===== config.mk =====
export PLATFORM = sky130hd
export DESIGN_NAME = stack_fetch_unit
export DESIGN_NICKNAME = d
export VERILOG_FILES = /design/src/rtl/stack_fetch_unit.sv
export SDC_FILE = /design/constraint.sdc
export NUM_CORES = 1
export LEC_CHECK = 0
export CORE_AREA = 5 5 67 69
export CTS_CLUSTER_DIAMETER = 200
export DETAILED_ROUTE_END_ITERATION = 6
export DIE_AREA = 0 0 72 74
export PLACE_DENSITY = 0.7
export SYNTH_ARGS = -nofsm -noshare
export SYNTH_HDL_FRONTEND = slang
export SYNTH_SLANG_ARGS = --single-unit
export TNS_END_PERCENT = 10

===== constraint.sdc =====
create_clock -name CLK -period 1.5 [get_ports CLK]
set_input_delay 0.3 -clock CLK [delete_from_list [all_inputs] [get_ports CLK]]
set_output_delay 0.3 -clock CLK [all_outputs]
set_load 0.02 [all_outputs]

===== src/rtl/stack_fetch_unit.sv =====
// Fetch/decode front end for the 9-bit stack machine: drives the ROM address,
// decodes the returned word and hands it to execute over a valid/ready handshake.
module stack_fetch_unit #(
  parameter int                PC_W      = 8,
  parameter int                INST_W    = 9,
  parameter logic [INST_W-1:0] HALT_CODE = 9'h1FF,
  parameter logic [PC_W-1:0]   RESET_PC  = 8'h00
) (
  input  logic              CLK,
  input  logic              reset,
  input  logic              start,
  output logic [PC_W-1:0]   pc,
  input  logic [INST_W-1:0] inst,
  input  logic              branch_en,
  input  logic [PC_W-1:0]   branch_target,
  output logic              dec_valid,
  input  logic              dec_ready,
  output logic              is_push,
  output logic [7:0]        imm,
  output logic [3:0]        op_grp,
  output logic [3:0]        op_sel,
  output logic              is_halt,
  output logic              done
);

  typedef enum logic [1:0] {
    IDLE  = 2'd0,
    RUN   = 2'd1,
    DRAIN = 2'd2,
    HALT  = 2'd3
  } state_t;

  state_t     state_reg;
  logic       adv;
  logic       push_next;
  logic       halt_next;
  logic [7:0] imm_next;
  logic [3:0] grp_next;
  logic [3:0] sel_next;

  assign adv = !dec_valid || dec_ready;

  // Fields that do not apply to the word's format are forced to zero so the
  // execute stage can compare them directly.
  always_comb begin
    push_next = ~inst[INST_W-1];
    halt_next = (inst == HALT_CODE);
    imm_next  = push_next ? inst[7:0] : 8'h00;
    grp_next  = push_next ? 4'h0 : inst[7:4];
    sel_next  = push_next ? 4'h0 : inst[3:0];
  end

  always_ff @(posedge CLK) begin
    if (reset) begin
      state_reg <= IDLE;
      pc        <= RESET_PC;
      dec_valid <= 1'b0;
      is_push   <= 1'b0;
      imm       <= 8'h00;
      op_grp    <= 4'h0;
      op_sel    <= 4'h0;
      is_halt   <= 1'b0;
      done      <= 1'b0;
    end else if (start) begin
      state_reg <= RUN;
      pc        <= RESET_PC;
      dec_valid <= 1'b0;
      done      <= 1'b0;
    end else begin
      case (state_reg)
        IDLE: ;
        RUN: begin
          // A redirect discards the word currently addressed by pc.
          if (branch_en) begin
            pc        <= branch_target;
            dec_valid <= 1'b0;
          end else if (adv) begin
            dec_valid <= 1'b1;
            is_push   <= push_next;
            imm       <= imm_next;
            op_grp    <= grp_next;
            op_sel    <= sel_next;
            is_halt   <= halt_next;
            if (halt_next) begin
              state_reg <= DRAIN;
            end else begin
              pc <= pc + PC_W'(1);
            end
          end
        end
        DRAIN: begin
          if (branch_en) begin
            pc        <= branch_target;
            dec_valid <= 1'b0;
            state_reg <= RUN;
          end else if (dec_valid && dec_ready && is_halt) begin
            dec_valid <= 1'b0;
            done      <= 1'b1;
            state_reg <= HALT;
          end
        end
        HALT: ;
        default: state_reg <= IDLE;
      endcase
    end
  end

endmodule


## Word-level counts from Yosys, hierarchy flattened

Cells that the tools add are included.

| word-level totals | value |
|---|---|
| register bits | 30 |
| output and inout bits | 28 |
| logic and storage cells | 61 |

| operators by class | value |
|---|---|
| add/sub/neg operators | 1 |
| equality and inequality tests | 14 |
| multiplexer cells | 20 |
| bitwise operators | 3 |
| reduce and logical (&&, ||, !) cells | 13 |

Operator list:

| kind | number |
|---|---|
| 8-bit two-way mux | 5 |
| 3-bit != test (second input constant) | 6 |
| 8-bit case mux with 2 select lines | 1 |
| 2-bit two-way mux | 5 |
| 5-bit AND reduction | 2 |
| 9-bit == test (second input constant) | 1 |
| 8-bit by 1-bit adder with 8-bit output (second input constant) | 1 |
| 4-bit two-way mux | 2 |
| 2-bit != test (second input constant) | 4 |
| 4-bit AND reduction | 2 |
| 3-bit AND reduction | 2 |
| 1-bit two-way mux | 5 |
| 4-bit != test (second input constant) | 1 |
| 2-bit case mux with 2 select lines | 1 |
| 1-bit inverter | 3 |
| 3-bit nonzero test | 1 |
| 2-bit by 1-bit == test with 1-bit output (second input constant) | 1 |
| 2-bit == test (second input constant) | 1 |
| 1-bit logical AND | 2 |
| 1-bit case mux with 2 select lines | 1 |
| 2-bit nonzero test | 1 |
| 2-bit OR reduction | 1 |
| 1-bit logical NOT | 1 |
| 1-bit logical OR | 1 |

## Longest topological paths before layout

Gate-level depths: netlist of the first run.

| logic depth | value |
|---|---|
| depth in word-level cells | 6 |
| gate-level depth with buffers | 9 |
| gate-level depth less buffers | 7 |

## Worst setup path after synthesis of the first run

OpenSTA, ideal clock, no wires.

| timing path | value |
|---|---|
| path kind | register to register |
| start point | reg state_reg[1] |
| end point | reg imm[6] |
| library setup time | 0.065 ns |
| arrival | 1.471 ns |
| data required time | 1.435 ns |
| path slack | -0.036 ns |
| stages on the path, launching flop included | 10 |
| path buffers | 2 |
| cells stage by stage | dfxtp_1 inv_1 ha_1 nor3b_1 nand2b_1 buf_2 buf_6 nor3b_1 a21oi_1 nor2_1 |

| on the way | value |
|---|---|
| word-level cells in the longest chain between the ends | 2 |

Ends and longest elaborated chain:

| item | RTL line | source |
|---|---|---|
| start, declared | 33 | `state_t state_reg;` |
| start signal, assigned | 55 | `state_reg <= IDLE;` |
| start signal, assigned | 65 | `state_reg <= RUN;` |
| start signal, assigned | 85 | `state_reg <= DRAIN;` |
| 2-bit by 1-bit == test with 1-bit output | 70 | `case (state_reg)` |
| 4-bit AND reduction (no line) | -- |  |
| end signal, assigned | 80 | `imm <= imm_next;` |
| end, declared | 19 | `output logic [7:0] imm,` |

Every way passes these cells.
A chain may end at the register's enable or synchronous reset.

## Worst setup path in the final report of the first run

| timing path | value |
|---|---|
| start point | reg state_reg[0] |
| end point | reg imm[1] |

The elaborated chain is that of the path after synthesis.

==> flow_summary.json, run 1 <==
{
  "violations": "setup timing",
  "worstPathRequired_ns": 1.67,
  "grt_pass1_wl_um": 7314,
  "arrival_ns": 1.73,
  "die_w_um": 72,
  "finalNetCount": 299,
  "io_buffers": 49,
  "cts_max_level": 2,
  "post-dp-hpwl_um": 3310,
  "syn_inst": 183,
  "diodes": 0,
  "wirelength_um": 4776,
  "muxShareOfSynthArea_pct": 0,
  "ff2ff_setup_slack_ns": -0.06,
  "max-cap-violations": 0,
  "worstPathMaxFanout": 7,
  "synth_fa_ha_area_share_pct": 2.558,
  "synth_edf_count": 0,
  "gp_congestion": 0.7426,
  "start_util_pct": 38.06,
  "cts_tree": "built",
  "drc": 0,
  "synth-warning-count": 0,
  "synth.area.top_cells": "dfxtp_1 41%, a21oi_1 10%, nand2_1 5.9%",
  "reg_top3": "imm: 8 flops, pc: 8 flops",
  "power_mw": 1.943,
  "synth_cell_types": 35,
  "ys_seq_area_share_pct": 40.92,
  "grt_use_total_pct": 17.61,
  "synth_compound_area_share_pct": 20.89,
  "area_delta_synth_final_pct": 74.17,
  "final_common_cell": "dlygate4sd2_1",
  "seq_area_um2": 603.1,
  "endpoint_kind": "flop",
  "syn_nets": 208,
  "final-max-slew-violation-count": 0,
  "routedWlPerCell_um": 14.70,
  "rows": 23,
  "grt_antenna_before_repair": 0,
  "crit_start": "state_reg[0]",
  "critPathCapture": "imm[1]",
  "synth-main-ff-cell": "dfxtp_1",
  "p_leak_nw": 1.119,
  "crit-reg2reg-launch": "state_reg[0]",
  "cts_buffers": 5,
  "vias": 1687,
  "multi_input_area_um2": 949.7,
  "hold_violations": 0,
  "fillers": 350,
  "die_y_um": 74,
  "pin_count": 50,
  "clock_sinks": 30,
  "status": "complete, but fails checks",
  "layout-drive-gt1-share_pct": 34.18,
  "hold_class": "in2reg",
  "avgSynthCellArea_um2": 8.020,
  "syn-cell-area_um2": 1468,
  "first_pass_iters": 4,
  "async_flop_share_pct": 0,
  "grt_overflow": 0,
  "cts-root-buf": "clkbuf_8",
  "grt_setup_unrepaired": "true",
  "fmax_mhz": 642.3,
  "synth-xor-area-share_pct": 0.5968,
  "period_share_pct": 103.8,
  "clockBufferDepth": 2,
  "path_clk_slew_ns": 0.07,
  "slew_headroom_pct": 80.13,
  "path_class": "reg2reg",
  "skew_ns": 0.007902,
  "drt_iter0_drc": 80,
  "ys_ff_latch": 30,
  "postRouteAntennaNets": 0,
  "setup_slack_ns": -0.05698,
  "grt_pass1_vias": 1593,
  "synth_top_family_by_area": "simple AND/OR/NAND/NOR gates",
  "synth-simple-area-share_pct": 28.82,
  "reg2reg_depth": 9,
  "via_per_inst": 5.191,
  "grt_max_degree": 17,
  "p_per_area_nw_per_um2": 760.2,
  "die_area_um2": 5328,
  "core-area_um2": 3856,
  "holdPathStages": 3,
  "peakVddDrop_v": 0.0005710,
  "setup_violations": 8,
  "tightest_slew_ns": 0.2958,
  "synth_top_area_share_pct": 40.92,
  "layout_common_cells": "37 x dlygate4sd2_1, 36 x buf_4, 28 x dfxtp_1, 22 x nand2_1, 21 x a21oi_1",
  "cts_hold_buf": 0,
  "r2r-end": "imm[1]",
  "hold_slack_ns": 0.4435,
  "layout_min_cycle_time_ns": 1.557,
  "clkLatencyLatePin_ns": 0.28,
  "cp-start-kind": "flop",
  "synth_largest_area_cell": "dfxtp_1"
}
## worst min-delay path by stage
stage,slack [ns],startpoint,to
after detailed placement,0.44,op_grp[0],op_grp[0]
after floorplan,0.47,inst[4],op_grp[0]
after global placement,0.44,op_sel[2],op_sel[2]
final,0.44,inst[2],op_sel[2]
after global routing,0.48,op_grp[0],op_grp[0]
after CTS,0.42,inst[2],op_sel[2]
## critical path: stages, from the launching register on
cell and delay, ns:
dfxtp_2 0.33, buf_6 0.10, ha_4 0.13, nor3b_4 0.21, buf_6 0.14, nand2b_4 0.07, buf_8 0.15, buf_4 0.14
a21oi_2 0.11, nor2_1 0.05
## Yosys cell counts (4+ instances only)
cell,number
a21oi_1,30
buf_2,4
clkbuf_1,4
dfxtp_1,30
inv_1,5
nand2_1,23
nand3_1,13
nor2_1,21
nor3_1,5
nor3b_1,10
o21ai_0,4
## power breakdown
group / leakage, nW / total, mW / switching [mW] / internal, mW
Sequential: 0.244 / 0.835 / 0.0161 / 0.818
Clock: 0.0482 / 0.684 / 0.314 / 0.370
Combinational: 0.828 / 0.425 / 0.206 / 0.219
Total: 1.12 / 1.94 / 0.536 / 1.41
## cells by family (layout without fill, tap and decap cells)
group | Yosys count | after routing
AND/OR/NAND/NOR | 83 | 83
XOR/XNOR | 1 | 1
buffers and inverters | 16 | 108
flip-flops | 30 | 30
AO/OA/AOI/OAI | 50 | 50
adder cells (fa/ha/maj) | 3 | 3
## through the flow
stage,setup slack [ns],area (um^2),std cells,TNS [ns],util [%]
after detailed placement,-0.5157,2276,314,-9.782,59.02
after CTS,-0.009121,2376,322,-0.009121,61.62
after global routing,-0.1379,2556,325,-1.665,66.29
after floorplan,-0.02019,1473,183,-0.02822,-
after global placement,-0.4717,2276,314,-9.314,59.02
final,-0.05698,2556,325,-0.2601,66.29
## final cells by class
type / instances / share of cell area [%]
Multi-Input combinational cell: 137 / 37.15
Timing Repair Buffer: 95 / 32.50
Sequential cell: 30 / 23.59
Clock buffer: 7 / 3.377
Tap cell: 50 / 2.447
Inverter: 5 / 0.7342
Clock inverter: 1 / 0.1958
## metal layers
metal  part of all wire, %  track usage [%]  routed length [um]  vias up
met5                     0                0                   0        -
met4                   1.5            5.846                  70        0
met3                   9.3            7.162                 445        8
met2                    50            29.49                2404       73
met1                    39            20.63                1856      774
li1                      -                -                   -      832
## timing repair
action / 4_1_cts / 5_1_grt
cloned: 0 / 1
setup buffers: 0 / 2
setup endpoints to repair: 46 / 28
resized for setup: 53 / 39
pin swaps: 2 / 9
(Power assumes the default switching activity.)
==> run 2, diff against run 1 <==
--- a/config.mk
+++ b/config.mk
@@ -5,11 +5,11 @@
 export SDC_FILE = /design/constraint.sdc
 export NUM_CORES = 1
 export LEC_CHECK = 0
-export CORE_AREA = 5 5 67 69
+export CORE_AREA = 5 5 64 66
 export CTS_CLUSTER_DIAMETER = 200
 export DETAILED_ROUTE_END_ITERATION = 6
-export DIE_AREA = 0 0 72 74
-export PLACE_DENSITY = 0.7
+export DIE_AREA = 0 0 69 71
+export PLACE_DENSITY = 0.73
 export SYNTH_ARGS = -nofsm -noshare
 export SYNTH_HDL_FRONTEND = slang
 export SYNTH_SLANG_ARGS = --single-unit
==> constraint.sdc (replaced) <==
create_clock -name CLK -period 1.6 [get_ports CLK]
set_input_delay 0.32 -clock CLK [delete_from_list [all_inputs] [get_ports CLK]]
set_output_delay 0.32 -clock CLK [all_outputs]
set_load 0.02 [all_outputs]
==> run 2 against run 1 <==
- combinational power is 23% lower
- sequential share of layout area up 2.6 points
- global-route usage decreased by 1.4 points
- routed wire length fell by 15%
- the flow now finishes without violations
- critical endpoint is now pc[6]
- register-to-register slack gained 0.14 ns
- sequential power decreased by 6.5%
- highest routed layer unchanged
==> flow_summary.json, run 2 (synthesized netlist as in run 1, its figures left out) <==
{
  "status": "finished clean",
  "cts_tree": "built",
  "grt_use_total_pct": 16.22,
  "arrival_ns": 1.77,
  "skew_ns": 0.01186,
  "p_int_mw": 1.144,
  "p_leak_nw": 1.009,
  "path_clk_slew_ns": 0.10,
  "endpoint_kind": "flop",
  "hold_class": "in2reg",
  "layout-drive-gt1-share_pct": 26.25,
  "fmax_mhz": 641.5,
  "max-cap-violations": 0,
  "path_buf_inv": 1,
  "cts_max_level": 2,
  "final-max-slew-violation-count": 0,
  "start_util_pct": 41.65,
  "clockBufferDepth": 2,
  "crit_chain": "clkdlybuf4s50_1 -> nand3_2 -> or4_4 -> nand3b_4 -> a21oi_1 -> o221a_2",
  "worstPathMaxFanout": 7,
  "drt_iter0_drc": 100,
  "reg_top3": "imm: 8 flops, pc: 8 flops",
  "grt_antenna_before_repair": 0,
  "seq_area_um2": 603.1,
  "wirelength_um": 4081,
  "clkPwrFrac_pct": 29.9,
  "area_delta_synth_final_pct": 56.86,
  "multi_input_area_um2": 860.8,
  "grt_overflow": 0,
  "path_class": "in2reg",
  "ff2ff_setup_slack_ns": 0.08,
  "first_pass_iters": 4,
  "hold_violations": 0,
  "pin_count": 50,
  "io_buffers": 49,
  "post-cts-setup-buffer-count": 0,
  "grt_setup_unrepaired": "true",
  "utilization_pct": 65.34,
  "hold_slack_ns": 0.4321,
  "finalNetCount": 283,
  "vias": 1565,
  "cts-root-buf": "clkbuf_4",
  "switching_power_mw": 0.4399,
  "diodes": 0,
  "slew_headroom_pct": 79.58,
  "drc": 0,
  "p_per_area_nw_per_um2": 688.0,
  "power.share.sequential_pct": 49.3,
  "routedWlPerCell_um": 13.29,
  "grt_max_degree": 25,
  "crit_family": "simple AND/OR/NAND/NOR gates",
  "peakVddDrop_v": 0.0005018,
  "setup_violations": 0,
  "period_share_pct": 97.43,
  "swShare_pct": 27.77,
  "rows": 22,
  "slowest_stage": "clkdlybuf4s50_1",
  "final_common_cell": "dlygate4sd2_1",
  "die_y_um": 71,
  "via_per_inst": 5.098,
  "cts_buffers": 5,
  "tightest_slew_ns": 0.3039,
  "cp-start-kind": "primary input",
  "cpPeakStageDelay_ns": 0.50,
  "layout_common_cells": "33 x dlygate4sd2_1, 28 x a21oi_1, 28 x dfxtp_1, 28 x buf_4, 22 x nand2_1",
  "fillers": 346,
  "worstPathRequired_ns": 1.81,
  "postRouteAntennaNets": 0,
  "power_mw": 1.584,
  "cts_hold_buf": 0,
  "grt_pass1_vias": 1485,
  "grt_pass1_wl_um": 6555,
  "post-dp-hpwl_um": 3043,
  "core-area_um2": 3523,
  "pwr-share-comb_pct": 20.8,
  "clkLatencyLatePin_ns": 0.33,
  "layout_min_cycle_time_ns": 1.559,
  "gp_congestion": 0.7507,
  "clock_sinks": 30,
  "die_area_um2": 4899,
  "die_w_um": 69
}
-- run 2: cell count changes in the layout (fill, tap and decap cells not counted), moves of 3 or more --
cell / previous run / this run
a21oi_1: 21 / 28
nor3b_2: 5 / 9
buf_4: 36 / 28
clkdlybuf4s50_1: 11 / 14
dlygate4sd2_1: 37 / 33
buf_6: 9 / 1
a21oi_2: 9 / 2
clkbuf_4: 0 / 5
clkbuf_8: 6 / 1
nor3b_4: 4 / 0
-- run 2: repair_timing --
item | in CTS | in global routing
setup endpoints to repair | 37 | 28
hold endpoints to repair | 0 | 0
pin swaps | 0 | 1
gates resized for setup | 36 | 25
-- run 2: area by class of cell --
type	count	area share, %
Timing Repair Buffer	79	30.22
Clock inverter	2	0.5435
Clock buffer	6	2.228
Inverter	5	0.8152
Multi-Input combinational cell	137	37.39
Tap cell	48	2.609
Sequential cell	30	26.20
-- run 2: metal layers --
metal / share of wire, % / global-route usage [%]
met1: 40 / 17.01
met4: 0.20 / 3.254
met3: 9.1 / 8.665
met5: 0 / 0
met2: 50 / 28.92
-- run 2: worst reg2reg max path, cell delays in order (launching register included) --
cell and delay (ns):
dfxtp_2 0.36, inv_1 0.05, ha_2 0.21, nor2b_2 0.18, a21oi_2 0.17, a31oi_2 0.13
buf_4 0.16, o31ai_1 0.17
-- run 2: path summary, 6_finish.rpt --
check,depth (start not counted),to,from
worst max-delay path,6,pc[6],inst[4]
worst min register to register,2,op_sel[0],op_sel[0]
worst max register to register,7,state_reg[0],state_reg[0]
worst min-delay path,3,op_sel[2],inst[2]
-- run 2: power by group through the flow --
| stage | Combinational, mW | Sequential, mW | Clock (mW) |
|---|---|---|---|
| 5_1_grt | 0.357 | 0.785 | 0.536 |
| 6_report | 0.329 | 0.781 | 0.474 |
| 3_3_place_gp | 0.320 | 0.798 | 0 |
| 3_5_place_dp | 0.325 | 0.798 | 0 |
| 2_1_floorplan | 0.139 | 0.816 | 0 |
| 4_1_cts | 0.313 | 0.780 | 0.493 |
-- run 2: stage by stage --
step	setup TNS, ns	cells	instance area (um^2)	setup WS (ns)
2_1_floorplan	0	183	1468	0.06385
3_3_place_gp	-7.685	299	2171	-0.3797
3_5_place_dp	-8.419	299	2171	-0.4430
4_1_cts	-0.02925	307	2202	-0.02192
5_1_grt	-0.03929	307	2302	-0.02335
6_report	0	307	2302	0.04110
==> run 3, diff against run 2 <==
--- a/config.mk
+++ b/config.mk
@@ -5,11 +5,12 @@
 export SDC_FILE = /design/constraint.sdc
 export NUM_CORES = 1
 export LEC_CHECK = 0
-export CORE_AREA = 5 5 64 66
+export CORE_AREA = 5 5 61 63
 export CTS_CLUSTER_DIAMETER = 200
 export DETAILED_ROUTE_END_ITERATION = 6
-export DIE_AREA = 0 0 69 71
-export PLACE_DENSITY = 0.73
+export DIE_AREA = 0 0 66 68
+export DONT_BUFFER_PORTS = 1
+export PLACE_DENSITY = 0.59
 export SYNTH_ARGS = -nofsm -noshare
 export SYNTH_HDL_FRONTEND = slang
 export SYNTH_SLANG_ARGS = --single-unit
==> run 3 against run 2 <==
- design area is 23% lower
- clock power is 30% higher
- combinational power decreased by 37%
- sequential cell count is the same
- routed wire length fell by 8.6%
- utilization fell by 9.5 points
- largest cell class unchanged
- register-to-register slack is essentially flat
- sequential power grew 2%
- total power is 2.0% higher
- non-clock buffer count shrank 60
- setup slack improved by 0.029 ns
==> flow_summary.json, run 3 (synthesized netlist as in run 1, its figures left out) <==
{
  "max-cap-violations": 0,
  "hold_class": "in2reg",
  "setup_violations": 0,
  "start_util_pct": 46.16,
  "io_buffers": 0,
  "p_per_area_nw_per_um2": 909.6,
  "slew_headroom_pct": 74.57,
  "gp_congestion": 0.7863,
  "finalNetCount": 224,
  "area_delta_synth_final_pct": 21.06,
  "diodes": 0,
  "clkPwrFrac_pct": 38.1,
  "ff2ff_setup_slack_ns": 0.07,
  "cts_tree": "built",
  "status": "finished clean",
  "tightest_slew_ns": 0.3810,
  "die_y_um": 68,
  "wirelength_um": 3732,
  "layout-drive-gt1-share_pct": 25.63,
  "drc": 0,
  "skew_ns": 0.01209,
  "p_int_mw": 1.227,
  "cts_buffers": 5,
  "routedWlPerCell_um": 15.23,
  "pwr-share-comb_pct": 12.7,
  "stdcell_count": 245,
  "drt_iter0_drc": 95,
  "vias": 1373,
  "die_area_um2": 4488,
  "post-dp-hpwl_um": 2660,
  "switching_power_mw": 0.3894,
  "rows": 21,
  "final-max-slew-violation-count": 0,
  "reg_top3": "imm: 8 flops, pc: 8 flops",
  "cts_max_level": 2,
  "cts-root-buf": "clkbuf_4",
  "endpoint_kind": "flop",
  "hold_violations": 0,
  "grt_pass1_vias": 1189,
  "slowest_stage": "dfxtp_2",
  "clock_sinks": 30,
  "grt_use_total_pct": 15.87,
  "grt_pass1_wl_um": 5437,
  "arrival_ns": 1.75,
  "die_w_um": 66,
  "swShare_pct": 24.10,
  "path_clk_slew_ns": 0.10,
  "grt_overflow": 0,
  "pin_count": 50,
  "fmax_mhz": 653.6,
  "worstPathRequired_ns": 1.82,
  "via_per_inst": 5.604,
  "layout_common_cells": "29 x a21oi_1, 29 x dfxtp_1, 22 x nand2_1, 20 x nor2_1, 18 x buf_4",
  "worstPathMaxFanout": 7,
  "p_leak_nw": 0.6355,
  "peakVddDrop_v": 0.0005454,
  "cp-start-kind": "flop",
  "grt_setup_unrepaired": "true",
  "layout_min_cycle_time_ns": 1.530,
  "core-area_um2": 3179,
  "power.share.sequential_pct": 49.1,
  "clockBufferDepth": 2,
  "crit_chain": "inv_1 -> ha_2 -> o21ai_4 -> nand3b_4 -> buf_4 -> o221a_2",
  "period_share_pct": 95.63,
  "path_class": "reg2reg",
  "postRouteAntennaNets": 0,
  "grt_antenna_before_repair": 0,
  "grt_max_degree": 23,
  "first_pass_iters": 4,
  "cpPeakStageDelay_ns": 0.35,
  "dp_cells": 234,
  "power_mw": 1.616,
  "clkLatencyLatePin_ns": 0.33
}
-- run 3: changes by cell type in the layout (fill, tap and decap cells not counted), sizes merged, moves of 2 or more --
cell / delta
dlygate4sd2: -33
clkdlybuf4s50: -14
buf: -11
dlymetal6s2s: -2
-- run 3: worst paths after layout --
check / from / endpoint / cells after the start
worst max-delay path: state_reg[0] / pc[6] / 6
worst min-delay path: reset / op_grp[2] / 1
worst max register to register: state_reg[0] / pc[6] / 6
worst min register to register: pc[3] / pc[3] / 2
-- run 3: repair_timing --
item                                    4_1_cts  5_1_grt
buffers inserted                              0        3
gates cloned                                  0        1
endpoints found under the setup margin        3       28
hold buffers                                  0        0
resized for setup                             2       21
pin swaps                                     0        1
-- run 3: critical path, delay by kind of cell (launching register included) --
family | cells | cell delay [ns]
flops | 1 | 0.35
fa+ha+maj | 1 | 0.24
simple gates | 1 | 0.15
compound gates | 2 | 0.49
buf+inv | 2 | 0.21
-- run 3: layout make-up --
| type | count | area (um^2) |
|---|---|---|
| clock buffers | 6 | 51.30 |
| flip-flops and latches | 30 | 601.8 |
| well taps | 46 | 57.56 |
| multi-input cells | 138 | 870.8 |
| clock inverters | 1 | 30.03 |
| fillers | 299 | 1403 |
| repair buffers | 19 | 146.4 |
| inverters | 5 | 18.77 |
-- run 3: power groups by stage --
stage | combinational [mW] | sequential [mW] | clock, mW
floorplan | 0.139 | 0.816 | 0
global placement | 0.164 | 0.810 | 0
detailed placement | 0.167 | 0.811 | 0
CTS | 0.169 | 0.794 | 0.633
global route | 0.226 | 0.797 | 0.671
finish | 0.206 | 0.794 | 0.616
-- run 3: metal layers --
layer,vias to the layer above,global-route usage [%],share of wire [%],wire (um)
met5,-,0,0,0
met4,0,5.330,1.2,44
met3,6,8.867,11,398
met2,48,27.66,50,1868
met1,633,16.13,38,1420
li1,686,-,-,-
-- run 3: per-stage QoR --
stage / utilization [%] / area (um^2) / setup slack (ns) / setup TNS, ns / hold WS (ns)
6_report: 55.88 / 1777 / 0.06995 / 0 / 0.05104
5_1_grt: 55.88 / 1777 / -0.04848 / -0.3675 / 0.02324
4_1_cts: 52.22 / 1660 / 0.006736 / 0 / 0.03008
3_5_place_dp: 49.47 / 1573 / -0.02446 / -0.02446 / 0.3960
3_3_place_gp: 49.47 / 1573 / 0.02881 / 0 / 0.3940
2_1_floorplan: - / 1468 / 0.06385 / 0 / 0.4876
